`src/rtl/sd_sector_read_arbiter.sv`:
```
// Round-robin arbiter sharing one SDReader sector-read port between NREQ requesters.
// Optional byte-count check on each sector enabled by defining SDARB_BYTECHK_EN.
module sd_sector_read_arbiter #(
  parameter int NREQ = 4,
  parameter int SECW = 32
) (
  input  logic                 clk,
  input  logic                 rst,
  input  logic                 card_ready,
  input  logic [NREQ-1:0]      req,
  input  logic [NREQ*SECW-1:0] req_sector,
  output logic [NREQ-1:0]      grant,
  output logic [NREQ-1:0]      ack,
  output logic                 ack_err,
  output logic [NREQ-1:0]      dout_valid,
  output logic [8:0]           dout_addr,
  output logic [7:0]           dout_byte,
  output logic                 rd_start,
  output logic [SECW-1:0]      rd_sector,
  input  logic                 rd_done,
  input  logic                 rd_outreq,
  input  logic [8:0]           rd_outaddr,
  input  logic [7:0]           rd_outbyte
);

  localparam int PW = (NREQ > 1) ? $clog2(NREQ) : 1;

  typedef enum logic [1:0] {
    S_IDLE = 2'd0,
    S_BUSY = 2'd1,
    S_ACK  = 2'd2
  } state_t;

  state_t          state, state_n;
  logic [PW-1:0]   rr_ptr, rr_ptr_n;
  logic [NREQ-1:0] grant_n, ack_n;
  logic            rd_start_n;
  logic [SECW-1:0] rd_sector_n;

  logic            any_req, hi_found;
  logic [PW-1:0]   hi_idx, lo_idx, win_idx;
  logic [NREQ-1:0] win_onehot;
  logic [SECW-1:0] win_sector;
  logic            take_grant;

  // Winner is the lowest set index above rr_ptr, else the lowest set index overall (wrap).
  always_comb begin
    // NOTE: every combinational output gets a default first so no path leaves it unassigned (no latch).
    any_req  = 1'b0;
    hi_found = 1'b0;
    hi_idx   = '0;
    lo_idx   = '0;
    for (int i = NREQ - 1; i >= 0; i--) begin
      if (req[i] && (PW'(i) > rr_ptr)) begin
        hi_found = 1'b1;
        hi_idx   = PW'(i);
      end
      if (req[i]) begin
        any_req = 1'b1;
        lo_idx  = PW'(i);
      end
    end
    win_idx = hi_found ? hi_idx : lo_idx;
  end

  always_comb begin
    win_onehot = '0;
    win_sector = '0;
    for (int i = 0; i < NREQ; i++) begin
      if (PW'(i) == win_idx) begin
        win_onehot[i] = 1'b1;
        win_sector    = req_sector[i*SECW +: SECW];
      end
    end
  end

  assign take_grant = (state == S_IDLE) && card_ready && any_req;

  always_comb begin
    state_n     = state;
    rr_ptr_n    = rr_ptr;
    grant_n     = grant;
    ack_n       = '0;
    rd_start_n  = rd_start;
    rd_sector_n = rd_sector;
    case (state)
      S_IDLE: begin
        if (take_grant) begin
          state_n     = S_BUSY;
          grant_n     = win_onehot;
          rd_sector_n = win_sector;
          rd_start_n  = 1'b1;
          rr_ptr_n    = win_idx;
        end
      end
      S_BUSY: begin
        if (rd_done) begin
          state_n    = S_ACK;
          rd_start_n = 1'b0;
          ack_n      = grant;
        end
      end
      S_ACK: begin
        state_n = S_IDLE;
        grant_n = '0;
      end
      default: state_n = S_IDLE;
    endcase
  end

  // NOTE: sequential state uses non-blocking assignments so all registers update together at the edge.
  always_ff @(posedge clk or posedge rst) begin
    if (rst) begin
      state     <= S_IDLE;
      rr_ptr    <= PW'(NREQ - 1);
      grant     <= '0;
      ack       <= '0;
      rd_start  <= 1'b0;
      rd_sector <= '0;
    end else begin
      state     <= state_n;
      rr_ptr    <= rr_ptr_n;
      grant     <= grant_n;
      ack       <= ack_n;
      rd_start  <= rd_start_n;
      rd_sector <= rd_sector_n;
    end
  end

  // Byte stream goes only to the current owner; address/data pass straight through.
  assign dout_valid = (state == S_BUSY && rd_outreq) ? grant : '0;
  assign dout_addr  = rd_outaddr;
  assign dout_byte  = rd_outbyte;

`ifdef SDARB_BYTECHK_EN
  logic [9:0] byte_cnt;

  always_ff @(posedge clk or posedge rst) begin
    if (rst) begin
      byte_cnt <= '0;
      ack_err  <= 1'b0;
    end else begin
      if (take_grant)
        byte_cnt <= '0;
      else if (state == S_BUSY && rd_outreq && byte_cnt != 10'h3FF)
        byte_cnt <= byte_cnt + 10'd1;
      ack_err <= (state == S_BUSY && rd_done) ? (byte_cnt != 10'd512) : 1'b0;
    end
  end
`else
  assign ack_err = 1'b0;
`endif

endmodule

```
`config.mk`:
```
export PLATFORM = sky130hd
export DESIGN_NAME = sd_sector_read_arbiter
export DESIGN_NICKNAME = d
export VERILOG_FILES = /design/src/rtl/sd_sector_read_arbiter.sv
export SDC_FILE = /design/constraint.sdc
export NUM_CORES = 1
export LEC_CHECK = 0
export CAP_MARGIN = 30
export CORE_MARGIN = 2
export CORE_UTILIZATION = 36
export CTS_BUF_LIST = sky130_fd_sc_hd__clkbuf_8
export DETAILED_ROUTE_END_ITERATION = 10
export GPL_TIMING_DRIVEN = 0
export PLACE_DENSITY = 0.83
export SYNTH_ARGS = -nofsm -noshare
export SYNTH_HDL_FRONTEND = slang
export SYNTH_SLANG_ARGS = --single-unit
```
`constraint.sdc`:
```
create_clock -name clk -period 1.89 [get_ports clk]
set_input_delay 0.378 -clock clk [delete_from_list [all_inputs] [get_ports clk]]
set_output_delay 0.378 -clock clk [all_outputs]
set_load 0.02 [all_outputs]
```
==> impl_metrics.tcl, run 1 <==
set metrics [dict create \
    status "complete, but fails checks" \
    violations "negative setup slack" \
    layout_commonest_cell "clkdlybuf4s50_1" \
    fillerInstances 611 \
    layout_common_cells "190 x clkdlybuf4s50_1, 44 x nor3_1, 43 x dfrtp_1" \
    cts_max_level 2 \
    crit_arrival_ps 2120 \
    drv_slew 0 \
    cts_root_buf "clkbuf_8" \
    power_density_nw_per_um2 1330 \
    p_sw_mw 3.20 \
    switching_share_pct 42.0 \
    critPathMaxStageDelay_ps 560 \
    cts_tree "yes" \
    cts_buffer_depth 2 \
    antenna_cells 0 \
    critPathKind "flop to flop" \
    crit_chain "mux2_4, a22oi_4, o21a_4, buf_8, nor3_1, o41ai_2" \
    antenna_found_initial 0 \
    ys.flop_type "dfrtp_1" \
    drive_gt1_share_pct 28.2 \
    ys_seq_area_share_pct 37.1 \
    ant_nets 0 \
    cp_max_fo 10 \
    synth_nets 466 \
    use_met1_pct 30.4 \
    end_kind "flop" \
    grt_first_pass_wirelength_um 18000 \
    tns_ps -55.9 \
    die-height_um 95.9 \
    start_util_pct 37.0 \
    final_nets 695 \
    netlist_area_sq_um 3040 \
    fin_area_sq_um 5740 \
    syn_avg_cell_area_sq_um 9.74 \
    wl_per_cell_um 19.0 \
    viasPerCell 5.45 \
    setup_viol 3 \
    clock_latency_ps 310 \
    grt_max_degree 27 \
    worst_setup_path_start_kind "flop" \
    ios 217 \
    final-hold-violation-count 0 \
    finalPower_mw 7.62 \
    hold_class "input pin to asynchronous set/reset pin" \
    first_pass_iters 4 \
    grt_use_total_pct 25.6 \
    dpl.cell_count 614 \
    period_minus_slack_ps 1910 \
    clk_pin_slew_worst_paths_ps 100 \
    reg2reg_setup_slack_ps -20 \
    fin_util_pct 69.9 \
    critical_path_required_ps 2100 \
    synthToLayoutAreaGrowth_pct 88.9 \
    ys_warn_count 0 \
    gr-max-usage-layer "met2" \
    cts.sinks 45 \
    portBuffers 196 \
    rsz0062_at_grt "yes" \
    wl_um 12300 \
    cpMaxStageDelayCell "dfstp_2" \
    grt_pass1_vias 3586 \
    comb_power_share_pct 66.1 \
    seq_area_sq_um 1130 \
    use_met2_pct 46.0 \
    die_area_sq_um 9190 \
    cap_violations 0 \
    ir_worst_vdd_v 0.000655 \
    p_leak_nw 2.42 \
    clock.fmax_mhz 523 \
    rr_startpoint "rr_ptr[1]" \
    cp-startpoint "rr_ptr[1]" \
    drc 0 \
    ys_seq_elements 45 \
    place.gp.congestion 0.788 \
    drtIter0Drc 122 \
    worst_slack_ps -21.8 \
    place_area_sq_um 5150 \
    die_w_um 95.9 \
    synthCells 312 \
    fin_cells 647 \
    pwr-share-clk_pct 11.6 \
    rows 33 \
    p_int_mw 4.42 \
    skew_ps 12.5 \
    yosys.cell_types.count 41 \
    synth_edf_count 0 \
    synth-async-reset-ratio_pct 100 \
    dp_hpwl_um 8740 \
    grt-ovfl-total 0 \
    multi_input_area_sq_um 1690 \
    pwr-share-seq_pct 22.3 \
    period_share_pct 101 \
    use_met3_pct 4.54 \
    coreArea_sq_um 8220 \
    dr_total_vias 3526 \
    cts_buffers 5 \
    cts_hold_buf 0 \
]
==> power by group through the flow <==
stage                     sequential (mW)  clock, mW  combinational [mW]
after floorplan                      2.14          0                2.03
after global placement               1.67          0                4.14
after detailed placement             1.69          0                4.24
after CTS                            1.69      0.886                4.78
after global routing                 1.75      0.934                5.31
final                                1.70      0.885                5.04
==> layer usage <==
layer / routed length [um] / share of wire (%)
met5: 0 / 0
met1: 4700 / 38
met2: 6640 / 54
met3: 735 / 6.0
met4: 231 / 1.9
==> through the flow <==
| step | hold WS, ps | worst slack (ps) |
|---|---|---|
| final | 410 | -21.8 |
| after global routing | 451 | -91.0 |
| after CTS | 428 | -89.3 |
| after detailed placement | 462 | -612 |
| after global placement | 457 | -583 |
| after floorplan | 485 | 148 |
==> Yosys cell counts (2+ instances only) <==
cell       count  area (sq um)
buf_6          8          90.1
inv_1          4          15.0
o41ai_2       31           504
buf_1          2          7.51
nor3_1        63           315
nand2_1       36           135
a21oi_1        3          15.0
dfrtp_1       43          1080
buf_4         23           173
mux2_2         2          22.5
and3_1         8          50.1
nand2b_1       2          12.5
o21ai_0        6          30.0
buf_2         10          50.1
clkbuf_1       5          18.8
nand3_1        5          25.0
dfstp_2        2          52.6
o22ai_1       32           200
nor2_1         4          15.0
o2111ai_1      2          17.5
==> final timing paths <==
kind                                 end  cells after the start
max                        rd_sector[10]                      6
min                             grant[1]                      2
max reg2reg                rd_sector[10]                      6
min reg2reg                 rd_sector[8]                      2
max in group asynchronous      rr_ptr[0]                      3
min in group clk            rd_sector[8]                      2
==> worst max-delay path, delay by kind of cell, from the launching register on <==
kind / cells / cell delay, ps
compound gates: 3 / 720
flops: 1 / 560
mux: 1 / 310
buf+inv: 1 / 150
simple gates: 1 / 70
==> cells by family after synthesis <==
family / count (synthesis) / share of synthesized area [%]
compound gates: 87 / 30.0
simple gates: 124 / 20.2
mux: 2 / 0.741
buf+inv: 53 / 11.8
flops: 45 / 37.1
other cells: 1 / 0.123
==> repair_timing <==
| action | in CTS | in global routing |
|---|---|---|
| gates resized for setup | 45 | 43 |
| cloned | 3 | 0 |
| endpoints found under the setup margin | 43 | 38 |
| pin swaps | 19 | 18 |
| setup buffers | 15 | 9 |
==> layout make-up <==
class / count / share of cell area (%)
Clock inverter: 3 / 1.13
Multi-Input combinational cell: 215 / 29.4
Sequential cell: 45 / 19.7
Inverter: 5 / 0.327
Tap cell: 105 / 2.29
Buffer: 47 / 7.54
Timing Repair Buffer: 222 / 38.4
Clock buffer: 5 / 1.20
==> state kept, by name (all words and copies together) (netlist names) <==
name / flops
ack: 4
grant: 4
rd_sector: 32
rd_start: 1
rr_ptr: 2
state: 2
Power figures use the tool's default switching activity.
==> inputs of run 2 (changes only) <==
- SKIP_LAST_GASP: not set -> 1
==> run 2 against run 1 <==
- the run still ends with negative setup slack left
- combinational power increased by 1%
- clock-buffer cell count unchanged
- worst setup slack improved by 0.90 ps
- critical path type unchanged
- critical endpoint is now rd_sector[14]
- largest power group unchanged
==> impl_metrics.tcl, run 2 (synthesized netlist as in run 1, its figures left out) <==
set metrics [dict create \
    ir_worst_vdd_v 0.000654 \
    layout_common_cells "190 x clkdlybuf4s50_1, 43 x dfrtp_1, 41 x nor3_1" \
    drv_slew 0 \
    critPathKind "flop to flop" \
    drtIter0Drc 147 \
    cts_max_level 2 \
    dr_total_vias 3541 \
    cts_buffers 5 \
    cap_violations 0 \
    ant_nets 0 \
    cpMaxStageDelayCell "dfstp_2" \
    cp_top_family "compound AO/OA/AOI/OAI gates" \
    largest_register_ffs 32 \
    first_pass_iters 4 \
    status "complete, but fails checks" \
    clock.fmax_mhz 523 \
    critical_path_required_ps 2110 \
    wl_um 12500 \
    antenna_cells 0 \
    dpl.cell_count 614 \
    p_leak_nw 2.44 \
    start_util_pct 37.0 \
    worst_slack_ps -20.9 \
    period_minus_slack_ps 1910 \
    cts_buffer_depth 2 \
    cts_root_buf "clkbuf_8" \
    grt-ovfl-total 0 \
    cts_hold_buf 0 \
    grt_pass1_vias 3586 \
    final-hold-violation-count 0 \
    portBuffers 196 \
    drc 0 \
    rsz0062_at_grt "yes" \
    clock_latency_ps 310 \
    power_density_nw_per_um2 1330 \
    crit_arrival_ps 2130 \
    die_area_sq_um 9190 \
    cp_max_fo 5 \
    critPathMaxStageDelay_ps 560 \
    fillerInstances 600 \
    worst_setup_path_start_kind "flop" \
    critical_path_buf_inv_count 2 \
    drive_gt1_share_pct 29.0 \
    die_w_um 95.9 \
    fin_cells 650 \
    wl_per_cell_um 19.2 \
    period_share_pct 101 \
    setup_viol 4 \
    violations "negative setup slack" \
    synthToLayoutAreaGrowth_pct 90.0 \
    grt_max_degree 27 \
    final_nets 698 \
    coreArea_sq_um 8220 \
    rows 33 \
    crit_chain "mux2_4, a22oi_4, o21a_4, buf_12, clkbuf_16, nor3_4, o41ai_2" \
    cts_tree "yes" \
    antenna_found_initial 0 \
    skew_ps 10.8 \
    clk_pin_slew_worst_paths_ps 100 \
    fin_util_pct 70.3 \
    end_kind "flop" \
    hold_class "input pin to asynchronous set/reset pin" \
    pre_cts_slack_ps -612 \
    layout_commonest_cell "clkdlybuf4s50_1" \
    die-height_um 95.9 \
    hold_slack_ps 407 \
    largest_register "rd_sector" \
    grt_use_total_pct 25.7 \
    reg2reg_setup_slack_ps -20 \
    grt_first_pass_wirelength_um 18000 \
    dp_hpwl_um 8740 \
    place.gp.congestion 0.788 \
    viasPerCell 5.45 \
    cts.sinks 45 \
    reg_top3 "rd_sector (32), ack (4), grant (4)" \
    ios 217 \
]
-- run 2: changes by cell type in the layout (fill, tap and decap cells not counted), sizes merged --
cell    change
clkbuf      +3
-- run 2: per-layer routing --
layer  vias up  share of wire (%)  routed length [um]  global-route usage [%]
met3        24                6.1                 762                    4.54
met4         0                2.3                 290                    9.76
met2       167                 53                6620                    45.9
li1       1630                  -                   -                       -
met5         -                  0                   0                       0
met1      1720                 38                4790                    30.5
-- run 2: area by class of cell --
type                    count  area [sq um]  share of cell area (%)
plain buffers              48           433                    7.50
clock buffers               5          68.8                    1.19
clock inverters             3          65.1                    1.13
inverters                   5          18.8                   0.325
multi-input cells         215          1700                    29.4
flip-flops and latches     45          1130                    19.5
well taps                 105           131                    2.27
repair buffers            224          2230                    38.6
-- run 2: repair_timing --
action / 4_1_cts / 5_1_grt
resized for setup: 42 / 41
buffers inserted: 15 / 10
cloned: 3 / 1
endpoints found under the setup margin: 43 / 38
pin swaps: 17 / 24
-- run 2: final timing paths --
path	startpoint	end	cells past startpoint
max	rr_ptr[1]	rd_sector[14]	7
min	rst	rd_start	2
max reg2reg	rr_ptr[1]	rd_sector[14]	7
min reg2reg	rd_sector[8]	rd_sector[8]	2
max in group asynchronous	rst	rr_ptr[0]	3
min in group clk	rd_sector[8]	rd_sector[8]	2
-- run 2: metrics by stage --
| step | TNS, ps | instance area [sq um] | power [mW] |
|---|---|---|---|
| after floorplan | 0 | 3040 | 4.17 |
| after CTS | -864 | 5580 | 7.34 |
| after global routing | -1300 | 5780 | 8.07 |
| final | -26.5 | 5780 | 7.69 |
| after detailed placement | -20860 | 5150 | 5.93 |
| after global placement | -43510 | 5130 | 5.81 |
-- run 2: where the power goes --
group	switching, mW	leakage (nW)	total (mW)	internal (mW)
clock network	0.358	0.0681	0.884	0.526
logic	2.58	1.81	5.11	2.54
registers	0.290	0.555	1.70	1.41
total	3.23	2.44	7.69	4.47
==> inputs of run 3 (changes only) <==
- CTS_CLUSTER_SIZE: not set -> 16
==> results of run 3 <==
Same layout as run 2: the final DEF is identical, and so are final timing and power.
